<file path="config.mk">
export PLATFORM = sky130hd
export DESIGN_NAME = axi_sync_framer
export DESIGN_NICKNAME = d
export VERILOG_FILES = /design/src/rtl/axi_sync_framer.sv
export SDC_FILE = /design/constraint.sdc
export NUM_CORES = 1
export LEC_CHECK = 0
export ABC_AREA = 1
export BUFFER_PORTS_ARGS = -buffer_cell sky130_fd_sc_hd__buf_2
export CORE_ASPECT_RATIO = 0.7
export CORE_MARGIN = 1.5
export CORE_UTILIZATION = 53
export CTS_CLUSTER_DIAMETER = 120
export DETAILED_ROUTE_END_ITERATION = 8
export MAX_ROUTING_LAYER = met4
export PLACE_DENSITY = 0.8
export SLEW_MARGIN = 20
export SYNTH_ARGS = -nofsm -noshare
export SYNTH_HDL_FRONTEND = slang
export SYNTH_SLANG_ARGS = --single-unit
</file>
<file path="constraint.sdc">
create_clock -name clk -period 5.1 [get_ports clk]
set_clock_uncertainty 0.05 [all_clocks]
set_input_delay 0.51 -clock clk [delete_from_list [all_inputs] [get_ports clk]]
set_output_delay 0.51 -clock clk [all_outputs]
set_load 0.005 [all_outputs]
</file>
<file path="src/rtl/axi_sync_framer.sv">
// Sync-word framer: hunts for SYNC_COUNT consecutive equal beats, then forwards
// frame_len payload beats as one packet with m_axi_last on the final beat.
module axi_sync_framer #(
    parameter int DWIDTH     = 64,
    parameter int UWIDTH     = 8,
    parameter int SYNC_COUNT = 2,
    parameter int LWIDTH     = 16
) (
    input  logic              clk,
    input  logic              areset,
    input  logic [LWIDTH-1:0] frame_len,
    output logic              s_axi_ready,
    input  logic              s_axi_valid,
    input  logic [DWIDTH-1:0] s_axi_data,
    input  logic [UWIDTH-1:0] s_axi_user,
    input  logic              s_axi_equal,
    input  logic              m_axi_ready,
    output logic              m_axi_valid,
    output logic [DWIDTH-1:0] m_axi_data,
    output logic [UWIDTH-1:0] m_axi_user,
    output logic              m_axi_last,
    output logic              locked,
    output logic [LWIDTH-1:0] frame_count,
    output logic [15:0]       drop_count
);

    typedef enum logic [0:0] {
        HUNT    = 1'b0,
        PAYLOAD = 1'b1
    } state_t;

    localparam logic [7:0]        SYNC_LAST = 8'(SYNC_COUNT - 1);
    localparam logic [LWIDTH-1:0] LEN_ONE   = {{(LWIDTH-1){1'b0}}, 1'b1};
    localparam logic [LWIDTH-1:0] LEN_ZERO  = {LWIDTH{1'b0}};

    state_t              state_r, state_nxt_s;
    logic [7:0]          sync_cnt_r, sync_cnt_nxt_s;
    logic [LWIDTH-1:0]   beat_cnt_r, beat_cnt_nxt_s;
    logic [LWIDTH-1:0]   len_q_r, len_q_nxt_s;
    logic                m_valid_r, m_last_r, locked_r;
    logic [DWIDTH-1:0]   m_data_r;
    logic [UWIDTH-1:0]   m_user_r;
    logic [LWIDTH-1:0]   frame_count_r;
    logic [15:0]         drop_count_r, drop_nxt_s;
    logic [16:0]         drop_sum_s;
    logic                s_axi_ready_s, accept_s, load_s, last_nxt_s;
    logic                drop_inc_s, frame_inc_s;

    assign s_axi_ready_s = !m_valid_r || m_axi_ready;
    assign accept_s      = s_axi_valid && s_axi_ready_s;

    assign s_axi_ready = s_axi_ready_s;
    assign m_axi_valid = m_valid_r;
    assign m_axi_data  = m_data_r;
    assign m_axi_user  = m_user_r;
    assign m_axi_last  = m_last_r;
    assign locked      = locked_r;
    assign frame_count = frame_count_r;
    assign drop_count  = drop_count_r;

    // A broken sync attempt discards the pending equal beats plus the breaking beat.
    assign drop_sum_s = {1'b0, drop_count_r} + {9'd0, sync_cnt_r} + 17'd1;
    assign drop_nxt_s = drop_sum_s[16] ? 16'hFFFF : drop_sum_s[15:0];

    // Next-state and per-beat control decisions.
    always_comb begin
        state_nxt_s    = state_r;
        sync_cnt_nxt_s = sync_cnt_r;
        beat_cnt_nxt_s = beat_cnt_r;
        len_q_nxt_s    = len_q_r;
        load_s         = 1'b0;
        last_nxt_s     = 1'b0;
        drop_inc_s     = 1'b0;
        frame_inc_s    = 1'b0;
        case (state_r)
            HUNT: begin
                if (accept_s && s_axi_equal && (sync_cnt_r == SYNC_LAST)) begin
                    state_nxt_s    = PAYLOAD;
                    sync_cnt_nxt_s = 8'd0;
                    beat_cnt_nxt_s = LEN_ZERO;
                    len_q_nxt_s    = (frame_len == LEN_ZERO) ? LEN_ONE : frame_len;
                end else if (accept_s && s_axi_equal) begin
                    sync_cnt_nxt_s = sync_cnt_r + 8'd1;
                end else if (accept_s) begin
                    sync_cnt_nxt_s = 8'd0;
                    drop_inc_s     = 1'b1;
                end else begin
                    sync_cnt_nxt_s = sync_cnt_r;
                end
            end
            PAYLOAD: begin
                if (accept_s) begin
                    load_s         = 1'b1;
                    beat_cnt_nxt_s = beat_cnt_r + LEN_ONE;
                    if (beat_cnt_r == (len_q_r - LEN_ONE)) begin
                        last_nxt_s     = 1'b1;
                        frame_inc_s    = 1'b1;
                        state_nxt_s    = HUNT;
                        sync_cnt_nxt_s = 8'd0;
                    end else begin
                        last_nxt_s = 1'b0;
                    end
                end else begin
                    beat_cnt_nxt_s = beat_cnt_r;
                end
            end
            default: begin
                state_nxt_s    = HUNT;
                sync_cnt_nxt_s = 8'd0;
            end
        endcase
    end

    // State, counters and status registers.
    always_ff @(posedge clk or posedge areset) begin
        if (areset) begin
            state_r       <= HUNT;
            sync_cnt_r    <= 8'd0;
            beat_cnt_r    <= LEN_ZERO;
            len_q_r       <= LEN_ONE;
            locked_r      <= 1'b0;
            frame_count_r <= LEN_ZERO;
            drop_count_r  <= 16'd0;
        end else begin
            state_r    <= state_nxt_s;
            sync_cnt_r <= sync_cnt_nxt_s;
            beat_cnt_r <= beat_cnt_nxt_s;
            len_q_r    <= len_q_nxt_s;
            locked_r   <= (state_nxt_s == PAYLOAD);
            if (frame_inc_s) begin
                frame_count_r <= frame_count_r + LEN_ONE;
            end else begin
                frame_count_r <= frame_count_r;
            end
            if (drop_inc_s) begin
                drop_count_r <= drop_nxt_s;
            end else begin
                drop_count_r <= drop_count_r;
            end
        end
    end

    // Single-stage output register; holds its beat while stalled.
    always_ff @(posedge clk or posedge areset) begin
        if (areset) begin
            m_valid_r <= 1'b0;
            m_last_r  <= 1'b0;
            m_data_r  <= {DWIDTH{1'b0}};
            m_user_r  <= {UWIDTH{1'b0}};
        end else if (load_s) begin
            m_valid_r <= 1'b1;
            m_last_r  <= last_nxt_s;
            m_data_r  <= s_axi_data;
            m_user_r  <= s_axi_user;
        end else if (m_valid_r && m_axi_ready) begin
            m_valid_r <= 1'b0;
            m_last_r  <= 1'b0;
        end else begin
            m_valid_r <= m_valid_r;
            m_last_r  <= m_last_r;
        end
    end

endmodule

</file>
==> qor.txt <==
H-tree levels - 4
Global Route Usage Sum - 27.1%
Final period util - 52.9%
DR vias - 7066
Reg2Reg Depth - 9
CTS Buffer Depth - 2
Syn Inst Count - 971
Worst Tran Pin Value - 0.884 ns
Distinct cell type count after synthesis - 40
Core ar. - 13900 um^2
Rows - 36
Adder and majority cell fraction of the synthesized area - 2.41%
Highest ir drop seen on vdd - 237 uV
Yosys warnings - 0
Largest net degree at the start of global routing - 103
Top post-synthesis cells by area - dfrtp_1 48%, nand2_1 20%, inv_1 3.6%
DP HPWL - 13400 um
Routability Congestion - 0.903
Seq/Total Area, Yosys - 48.6%
Clock share of power - 40.1%
# DRC - 0
Pins Over Slew Limit - 0
Final net count - 1275
Wirelength, routed - 18700 um
Largest family of logic cells by synthesized area - simple AND/OR/NAND/NOR gates
Psw - 884 uW
Hold WC Path Type - in2async
Routed WL per cell - 13.6 um
Seq pwr share - 45.1%
Setup bufs post-CTS - 0
Top Ports - 201
Clock Sinks - 147
Root Buffer - clkbuf_16
Yosys top cell by area - dfrtp_1
CTS tree - done
Synth Cell Area - 7560 um^2
Total CTS buffers - 17
DIE AREA - 15000 um^2
First-pass iteration count of the detailed router - 5
Area growth syn-to-layout - 22.9%
Sw frac - 29.3%
Crit Path Class - reg2reg
Setup WS post-layout - 2.40 ns
Total power - 3.02 mW
Synth Area in Simple Gates - 34.8%
Die Wd - 146 um
Combinational fraction of design power - 14.8%
Yosys reg bits - 147
Worst-Skew Late Latency - 0.41 ns
Worst endpoint data arrival time - 2.94 ns
TNS Setup - 0 ns
Post-synthesis mux area share - 0.132%
P_leak - 5.22 nW
Max Clk Rate - 371 MHz
Initial DRC count - 498
Max Cap Viol - 0
Final Hold Vio Count - 0
Register area - 3680 um^2
Number of fill cells - 1187
Reg2reg setup slack - 2.40 ns
Setup crit end kind - flop
Crit path max fanout - 23
Min cycle time layout - 2.70 ns
Port Buffers - 200
Pre-CTS setup slack - 2.34 ns
PwrDens - 325 nW/um^2
Multi-input gate area - 3460 um^2
Post-CTS resize count - 0
Ant diodes - 0
Count of final setup violators - 0
Post-route ant nets - 0
Worst slew margin - 41.0%
CP Launch Type - flop
Vias in the first global route - 6557
R2r endpoint - beat_cnt_r[14]
First-pass GRT wire length - 31500 um
Initial antenna violation count - 0
XOR/XNOR share of the synthesized area - 4.05%
Initial Util - 54.4%
Mean Syn Cell Area - 7.79 um^2
Synth top area share - 48.3%
Net Count, Synth - 1078
Via density - 5.15
Int Power - 2.14 mW
Reg-to-Reg Start - sync_cnt_r[1]
Clock transition at path regs - 0.06 ns
RSZ-0062 raised after global routing - false
Post-synthesis compound-gate area fraction - 4.37%
Die H - 103 um
Status - complete, no violations
Layout cells sized above 1 - 23.4%
CP required - 5.34 ns
GR Overflow Total - 0
Hold buffer count at CTS - 0
-- cells by family after synthesis --
logic type,Yosys count
muxes,1
and+or+nand+nor,606
xor gates and xnor gates,35
DFF,147
AOI/OAI and AO/OA,59
adders and majority gates,14
buffers and inverters,109
-- Yosys cell counts, drive strengths merged --
master and number:
dfrtp 146, nor4 8, a21o 1, and2 2
o211ai 5, nor3 22, nand4 33, buf 9
a41oi 1, nor2 56, o21bai 1, clkbuf 17
inv 81, nand2 418, nand3 57, a21oi 17
clkinv 2, o21ai 30, fa 1, a22oi 2
o21a 1, ha 13, xnor2 9, nand3b 6
dfstp 1, or2 4, mux2i 1, a21boi 1
xor2 26
-- state kept, by name (all words and copies together) (netlist names) --
register / cells
sync_cnt_r: 8
m_axi_user: 8
m_axi_last: 1
beat_cnt_r: 16
drop_count: 16
m_axi_data: 64
m_axi_valid: 1
locked: 1
frame_count: 16
len_q_r: 16
-- critical path, cell delays in order, from the launching register on --
cell and delay, ns:
dfrtp_1 0.44, inv_1 0.10, ha_1 0.14, inv_1 0.05
nor4_1 0.28, nand2_1 0.20, nor2_2 0.72, inv_2 0.31
o21ai_0 0.20, a21oi_1 0.08
-- metal layers --
| metal | share of wire (%) | global-route usage, % | vias up | wire length [um] |
|---|---|---|---|---|
| li1 | - | - | 3498 | - |
| met1 | 47 | 36.6 | 3280 | 8700 |
| met2 | 45 | 41.5 | 257 | 8370 |
| met3 | 6.6 | 5.31 | 31 | 1240 |
| met4 | 2.0 | 9.18 | 0 | 370 |
| met5 | 0 | - | - | 0 |
-- how the worst max path moves through the flow --
stage	startpoint	end	slack (ns)	cells after the start
2_1_floorplan	areset	beat_cnt_r[0]	0.59	1
3_3_place_gp	m_axi_ready	beat_cnt_r[14]	2.45	12
3_5_place_dp	m_axi_ready	len_q_r[14]	2.34	11
4_1_cts	sync_cnt_r[1]	beat_cnt_r[14]	2.42	9
5_1_grt	sync_cnt_r[1]	len_q_r[14]	2.07	8
6_report	sync_cnt_r[1]	beat_cnt_r[14]	2.40	9
-- power groups by stage --
stage	Combinational, mW	Clock (mW)	Sequential [mW]
finish	0.447	1.21	1.36
floorplan	0.244	0	1.38
global placement	0.437	0	1.38
detailed placement	0.449	0	1.38
global route	0.510	1.29	1.38
CTS	0.450	1.23	1.36
-- metrics by stage --
step / area (um^2) / utilization [%] / hold slack [ns] / instances
after detailed placement: 8730 / 62.7 / 0.403 / 1339
after global routing: 9300 / 66.8 / 0.237 / 1371
final: 9300 / 66.8 / 0.230 / 1371
after CTS: 9300 / 66.8 / 0.225 / 1371
after global placement: 8730 / 62.7 / 0.400 / 1339
after floorplan: 7560 / - / 0.415 / 971
-- placed cells by master (no fill, tap or decap), types with 9 or more instances in the layout --
cell type  netlist  layout
a21oi_1         17      17
buf_2            8     200
clkbuf_16        0      17
dfrtp_1        146     146
ha_1            13      13
inv_1           73      72
nand2_1        406     406
nand2_2         12      12
nand3_1         54      54
nand4_1         33      33
nor2_1          44      44
nor3_1          22      22
o21ai_0         25      25
xnor2_1          9       9
xor2_1          26      26
-- cell type report --
cell class / count / area share, %
clock inverters: 14 / 1.52
well taps: 190 / 2.56
multi-input cells: 715 / 37.2
inverters: 83 / 3.40
clock buffers: 18 / 4.62
flip-flops and latches: 147 / 39.6
repair buffers: 204 / 11.1
Note: power is estimated with default switching activity, not from simulation.
